**src/rtl/yadan_test_monitor.sv**
```systemverilog
// Self-test status monitor for the yadan core: snoops regfile writeback and
// produces one pass/fail/timeout/hang verdict with a post-done settle window.
module yadan_test_monitor #(
    parameter int XLEN        = 32,
    parameter int DONE_IDX    = 26,
    parameter int PASS_IDX    = 27,
    parameter int TNUM_IDX    = 3,
    parameter int DONE_VAL    = 1,
    parameter int PASS_VAL    = 1,
    parameter int SETTLE_CYC  = 5,
    parameter int TIMEOUT_CYC = 50000,
    parameter int HANG_CYC    = 1024,
    parameter int CNT_W       = 32
) (
    input  logic             clk,
    input  logic             rst,
    input  logic             start,
    input  logic             wb_we,
    input  logic [4:0]       wb_waddr,
    input  logic [XLEN-1:0]  wb_wdata,
    output logic             busy,
    output logic             done,
    output logic             pass,
    output logic             fail,
    output logic             timeout,
    output logic             hang,
    output logic [XLEN-1:0]  fail_id,
    output logic [CNT_W-1:0] cycle_cnt
);

    localparam logic [2:0] S_IDLE    = 3'd0;
    localparam logic [2:0] S_RUN     = 3'd1;
    localparam logic [2:0] S_SETTLE  = 3'd2;
    localparam logic [2:0] S_VERDICT = 3'd3;
    localparam logic [2:0] S_TOUT    = 3'd4;
    localparam logic [2:0] S_HANG    = 3'd5;

    localparam logic [4:0]       DONE_A = 5'(DONE_IDX);
    localparam logic [4:0]       PASS_A = 5'(PASS_IDX);
    localparam logic [4:0]       TNUM_A = 5'(TNUM_IDX);
    localparam logic [CNT_W-1:0] TOUT_V = CNT_W'(TIMEOUT_CYC);
    localparam logic [31:0]      HANG_V = 32'(HANG_CYC);
    localparam logic [31:0]      SETL_V = 32'(SETTLE_CYC);

    logic [2:0]       state;
    logic [XLEN-1:0]  pass_s;
    logic [XLEN-1:0]  tnum_s;
    logic [31:0]      settle_cnt;
    logic [31:0]      idle_cnt;

    logic             wr_ok;
    logic             done_hit;
    logic [CNT_W-1:0] cnt_inc;
    logic [31:0]      idle_inc;
    logic [31:0]      settle_inc;

    // Writes to x0 never reach a shadow, whatever index parameters are chosen.
    assign wr_ok      = wb_we && (wb_waddr != 5'd0);
    assign done_hit   = wr_ok && (wb_waddr == DONE_A) && (wb_wdata == XLEN'(DONE_VAL));
    assign cnt_inc    = (cycle_cnt == {CNT_W{1'b1}}) ? cycle_cnt : cycle_cnt + 1'b1;
    assign idle_inc   = wb_we ? 32'd0 :
                        ((idle_cnt == 32'hFFFF_FFFF) ? idle_cnt : idle_cnt + 32'd1);
    assign settle_inc = settle_cnt + 32'd1;
    assign busy       = (state == S_RUN) || (state == S_SETTLE);

    // NOTE: all state below is updated with non-blocking assignments so every
    // branch sees the pre-edge values, independent of statement order.
    always_ff @(posedge clk) begin
        if (rst || start) begin
            state      <= rst ? S_IDLE : S_RUN;
            pass_s     <= '0;
            tnum_s     <= '0;
            settle_cnt <= '0;
            idle_cnt   <= '0;
            cycle_cnt  <= '0;
            done       <= 1'b0;
            pass       <= 1'b0;
            fail       <= 1'b0;
            timeout    <= 1'b0;
            hang       <= 1'b0;
            fail_id    <= '0;
        end else begin
            if (busy && wr_ok) begin
                if (wb_waddr == PASS_A) pass_s <= wb_wdata;
                if (wb_waddr == TNUM_A) tnum_s <= wb_wdata;
            end
            case (state)
                S_RUN: begin
                    cycle_cnt <= cnt_inc;
                    idle_cnt  <= idle_inc;
                    // A done write outranks a timeout or hang landing on the same edge.
                    if (done_hit) begin
                        state      <= (SETTLE_CYC == 0) ? S_VERDICT : S_SETTLE;
                        settle_cnt <= '0;
                    end else if (cnt_inc == TOUT_V) begin
                        state   <= S_TOUT;
                        timeout <= 1'b1;
                    end else if ((HANG_CYC != 0) && (idle_inc == HANG_V)) begin
                        state <= S_HANG;
                        hang  <= 1'b1;
                    end
                end
                S_SETTLE: begin
                    cycle_cnt  <= cnt_inc;
                    settle_cnt <= settle_inc;
                    if (settle_inc == SETL_V) state <= S_VERDICT;
                end
                S_VERDICT: begin
                    if (!done) begin
                        done    <= 1'b1;
                        pass    <= (pass_s == XLEN'(PASS_VAL));
                        fail    <= (pass_s != XLEN'(PASS_VAL));
                        fail_id <= tnum_s;
                    end
                end
                default: ;
            endcase
        end
    end

endmodule

```
**config.mk**
```make
export PLATFORM = sky130hd
export DESIGN_NAME = yadan_test_monitor
export DESIGN_NICKNAME = d
export VERILOG_FILES = /design/src/rtl/yadan_test_monitor.sv
export SDC_FILE = /design/constraint.sdc
export NUM_CORES = 1
export LEC_CHECK = 0
export ABC_CLOCK_PERIOD_IN_PS = 3200
export BUFFER_PORTS_ARGS = -buffer_cell sky130_fd_sc_hd__clkbuf_2
export CORE_UTILIZATION = 53
export DETAILED_ROUTE_END_ITERATION = 12
export HOLD_SLACK_MARGIN = 0.1
export PLACE_DENSITY_LB_ADDON = 0.2
export SYNTH_ARGS = -nofsm -noshare
export SYNTH_HDL_FRONTEND = slang
export SYNTH_SLANG_ARGS = --single-unit
```
**constraint.sdc**
```tcl
create_clock -name clk -period 3.2 [get_ports clk]
set_input_delay 0.64 -clock clk [delete_from_list [all_inputs] [get_ports clk]]
set_output_delay 0.64 -clock clk [all_outputs]
set_load 0.02 [all_outputs]
```
* After elaboration in Yosys (flattened, before gate mapping)
Cells that the tools add are included.
** Word-level totals
- Word-level logic and storage cells :: 64
- Output and inout bits :: 70
- Flip-flop bits (word level) :: 200
- Bits of input ports :: 41
** Operators by class
- Add/subtract/negate cells :: 3
- Reductions and logical operators :: 17
- Eq/ne operators :: 17
- Multiplexer cells :: 12
- Bitwise logic cells :: 3
** Operators by type and width (count)
- $mux W32 :: 4
- $add A32 B1 Y32 const B :: 3
- $eq A32 B1 Y1 const B :: 2
- $eq A32 B32 Y1 const B :: 2
- $pmux W32 S2 :: 1
- $eq A32 B11 Y1 const B :: 1
- $eq A32 B16 Y1 const B :: 1
- $eq A32 B3 Y1 const B :: 1
- $ne A32 B1 Y1 const B :: 1
- $mux W3 :: 5
- $eq A5 B5 Y1 const B :: 2
- $reduce_and A2 Y1 :: 4
- $eq A3 B2 Y1 const B :: 2
- $pmux W3 S2 :: 1
- $reduce_and A3 Y1 :: 2
- $eq A5 B2 Y1 const B :: 1
- $ne A5 B2 Y1 const B :: 1
- $reduce_bool A5 Y1 :: 1
- $logic_and A1 B1 Y1 :: 4
- $reduce_and A4 Y1 :: 1
- $eq A3 B1 Y1 const B :: 1
- $ne A3 B1 Y1 const B :: 1
- $not A1 Y1 :: 3
- $reduce_bool A3 Y1 :: 1
- other kinds (5) :: 6

* Logic depth before layout (Yosys ltp)
- Depth after elaboration :: 9
- Mapped depth :: 11

* Worst setup path before layout
OpenSTA, ideal clock, no wires.
- Kind :: reg-to-reg
- Start :: register cycle_cnt[0]
- End :: register state[0] (enable)
- Arrival time :: 2899 ps
- Buffers on the path :: 0
- Data required time :: 2864 ps
- Path slack :: -35 ps
- Library setup time :: 336 ps
- Stages on the path, launching flop included :: 11
- Clock period less this slack :: 3235 ps
- Cells stage by stage :: dfxtp_1 > ha_1 > nand4_1 > or3_1 > nor2_1 > xnor2_1 > a21boi_1 > a2111o_1 > nor4_4 > nor4_1 > a32oi_1
** On the way
- Longest elaborated chain between the ends :: 5
** Ends and longest elaborated chain
- start: declaration :: RTL line 28 : output logic [CNT_W-1:0] cycle_cnt
- start signal: assignment :: RTL line 89 : cycle_cnt <= cnt_inc;
- start signal: assignment :: RTL line 104 : cycle_cnt <= cnt_inc;
- $add A32 B1 Y32 or $eq A32 B32 Y1 (tied branches) :: RTL line 60 : assign cnt_inc = (cycle_cnt == {CNT_W{1'b1}}) ? cycle_cnt : cycle_cnt + 1'b1;
- $mux W32 (*) :: RTL line 60
- $eq A32 B16 Y1 (*) :: RTL line 95 : end else if (cnt_inc == TOUT_V) begin
- $ne A5 B2 Y1 (no line) (*)
- $reduce_and A3 Y1 (no line) (*)
- end signal: assignment :: RTL line 70 : state <= rst ? S_IDLE : S_RUN;
- end signal: assignment :: RTL line 93 : state <= (SETTLE_CYC == 0) ? S_VERDICT : S_SETTLE;
- end: declaration :: RTL line 45 : logic [2:0] state;
Mark *: on every way between the ends. The rest lies on a longest branch, timed or not.
A chain may end at the register's enable or synchronous reset.

* Worst setup path after layout
- Start :: register cycle_cnt[3]
- End :: register hang
** On the way
- Longest elaborated chain between the ends :: 5
** Ends and longest elaborated chain
- $add A32 B1 Y32 or $eq A32 B32 Y1 (tied branches) :: RTL line 60
- $mux W32 (*) :: RTL line 60
- $eq A32 B16 Y1 (*) :: RTL line 95
- $not A1 Y1 (no line) (*)
- $reduce_and A4 Y1 (no line) (*)
- end signal: assignment :: RTL line 80 : hang <= 1'b0;
- end signal: assignment :: RTL line 100 : hang <= 1'b1;
- end: declaration :: RTL line 26 : output logic hang,
Marked as above.

==> out/metrics.cfg <==
[yosys]
netlist_top_cells_count = nand2_1, dfxtp_1, a21oi_1, nor2_1, clkbuf_1
seq_area_frac_synth = 0.396
ys_types = 65
synth_top_area_share = 0.387
synth_area_leaders = dfxtp_1, nand2_1, a21oi_1, nor2_1, xnor2_1
yosysWarnings = 0
synthesis.nets = 1413
yosysMostFrequentCell = nand2_1
ys_seq_elements = 200
synthFlopType = dfxtp_1
syn_inst = 1368
yosys.area.top_type = dfxtp_1
async_flop_share = 0
syn_avg_cell_area_um2 = 7.45
syn-cell-area_um2 = 10200
synth_edf_count = 3

[worst_setup_path]
critPathCapture = hang
cpMostUsedCell = buf_4
crit_type = flip-flop to flip-flop
cp_max_fo = 6
worst_r2r_startpoint = cycle_cnt[3]
crit_path_cell_trace = and4_1, nand4_1, buf_4, nor4_1, buf_4, xor2_1, nor4_1, nand4_1, nor4_4, buf_4, and4bb_1, o21a_1
regToRegEndpoint = hang
startpoint = cycle_cnt[3]
worstPathArrival_ns = 3.46
r2r_cells = 12
cp-end-kind = flip-flop
cp.required_ns = 3.54
slowest_delay_ns = 0.45
slowest_stage = dfxtp_1
rrSetupSlack_ns = 0.09
cp-start-kind = flip-flop

[place]
gp_congestion = 0.942
dp_hpwl_mm = 19.9
portBuffers = 110

[grt]
antenna_found_initial = 0
met3_usage = 0.0350
grt_pass1_vias = 9642
grt_use_met2 = 0.497
grt_max_degree = 89
grt_use_total = 0.292
grt_use_met1 = 0.387
grt.overflow.total = 0
grt_busiest_layer = met2
grt_pass1_wl_mm = 47.3

[route]
wl_per_cell_um = 16.1
drc = 0
vias = 10415
routed_wl_mm = 28.5
firstDrtPassIters = 5
drtAntennaViolNets = 0
drt_iter0_drc = 672
via_per_inst = 5.88

[floorplan]
dieArea_um2 = 19800
die_w_um = 141
initial_core_util = 0.543
fp.coreArea_um2 = 18800
num_rows = 50
pin_count = 111
fp.dieH_um = 141

[pwr]
power.share.sequential = 0.487
p_comb_frac = 0.057
internal_power_mw = 3.71
p_leak_nw = 4.53
p_sw_mw = 1.45
swShare = 0.281
ir_worst_vdd_v = 0.000381
p_clk_frac = 0.456
powerDensity_nw_per_um2 = 412

[cells_and_area]
area_delta_synth_final_pct = 22.7
fin_nets = 1568
fillerInstances = 1657
insertedDiodeCount = 0
drive_gt1_frac = 0.223

[clock_network]
clk_latency_ns = 0.45
cts_num_sinks = 200
cts_hold_buf = 0
root_buffer = clkbuf_16
htreeDepth = 4
cts_tree = built
cts-buffers-inserted = 17
cts_buffer_depth = 2
clk_pin_slew_ns = 0.09

[min_path]
worst_hold_path_type = input pin to flip-flop

[sta]
clock_skew_ns = 0.0185
slew_viol_final = 0
whs_ns = 0.427
final.setup.tns_ns = 0
fin_crit_ns = 3.11
tightest_slew_ns = 0.678
finalSetupViolCount = 0
relSlewSlack = 0.548
final-hold-violation-count = 0
min_period_over_period = 0.973
fmax_mhz = 321

[flow_run]
maxCapViolations = 0

[run_status]
status = finished, final reports clean

[logic make-up (layout without fill, tap and decap cells)]
logic type / count (synthesis) / in the layout / synth area share
fa+ha+maj: 4 / 4 / 0.00491
buf+inv: 107 / 275 / 0.0427
flops: 200 / 200 / 0.396
simple gates: 680 / 680 / 0.326
xor+xnor: 74 / 74 / 0.0636
mux: 3 / 3 / 0.00295
compound gates: 300 / 300 / 0.164
[timing repair]
action / CTS / global route
setup buffers: 0 / 10
resized for setup: 2 / 54
setup endpoints to repair: 3 / 5
pin swaps: 0 / 17
[flip-flops by register name, indices dropped and copies added, names as in the netlist]
signal	count
tnum_s	32
timeout	1
fail_id	32
fail	1
pass	1
cycle_cnt	32
state	3
pass_s	32
hang	1
settle_cnt	32
done	1
idle_cnt	32
[metal layers]
metal,routed length (µm),part of all wire,vias up
met5,0,0,-
met4,467,0.016,0
met3,1190,0.042,42
met2,13900,0.49,272
met1,12900,0.45,4983
li1,-,-,5118
[power groups by stage]
stage | registers, mW | clock network (mW) | logic (mW)
finish | 2.51 | 2.35 | 0.292
global route | 2.51 | 2.48 | 0.320
CTS | 2.51 | 2.39 | 0.285
detailed placement | 2.57 | 0 | 0.282
global placement | 2.57 | 0 | 0.282
floorplan | 2.57 | 0 | 0.162
[how the worst min path moves through the flow]
stage | startpoint | to | slack (ns) | depth (start not counted)
3_3_place_gp | pass_s[0] | pass_s[0] | 0.44 | 2
5_1_grt | wb_wdata[25] | pass_s[25] | 0.43 | 3
2_1_floorplan | pass_s[0] | pass_s[0] | 0.43 | 2
6_report | wb_wdata[26] | tnum_s[26] | 0.43 | 3
3_5_place_dp | pass_s[0] | pass_s[0] | 0.45 | 2
4_1_cts | wb_wdata[28] | tnum_s[28] | 0.42 | 3
[final cells by class]
| class | count | area [µm²] | area share |
|---|---|---|---|
| multi-input combinational | 1061 | 5950 | 0.476 |
| sequential | 200 | 4060 | 0.325 |
| timing repair buffer | 231 | 1490 | 0.119 |
| clock buffer | 17 | 425 | 0.0340 |
| tap | 234 | 293 | 0.0234 |
| clock inverter | 15 | 235 | 0.0188 |
| inverter | 12 | 45.0 | 0.00360 |
[cells in the final DEF, fill, tap and decap left out, types with 10 or more instances in the layout]
cell,count
xnor2_1,39
nor3_1,33
and4_1,10
and2_1,12
nand4_1,37
dfxtp_2,18
nor4_1,23
buf_4,117
clkbuf_2,110
nor2_1,134
or3_1,20
o21ai_0,64
nand2_1,274
xor2_1,35
a21oi_1,172
clkbuf_16,17
a31oi_1,22
and3_1,27
nand3_1,35
dfxtp_1,179
inv_1,12
[critical path: cells and delay by family, from the launching register on]
family                    cells  cell delay [ns]
buffers and inverters         3             0.58
AOI/OAI and AO/OA             1             0.16
and+or+nand+nor               7             1.78
xor gates and xnor gates      1             0.05
DFF                           1             0.45
[through the flow]
step	utilization	power, mW	instances	worst slack [ns]	instance area, µm²
detailed placement	0.614	2.85	1728	-0.0818	11500
global route	0.666	5.31	1770	-0.0274	12500
CTS	0.650	5.18	1760	0.00617	12200
finish	0.666	5.15	1770	0.0874	12500
global placement	0.614	2.85	1728	0.0347	11500
floorplan	-	2.73	1368	0.0315	10200
Power figures use the tool's default switching activity.
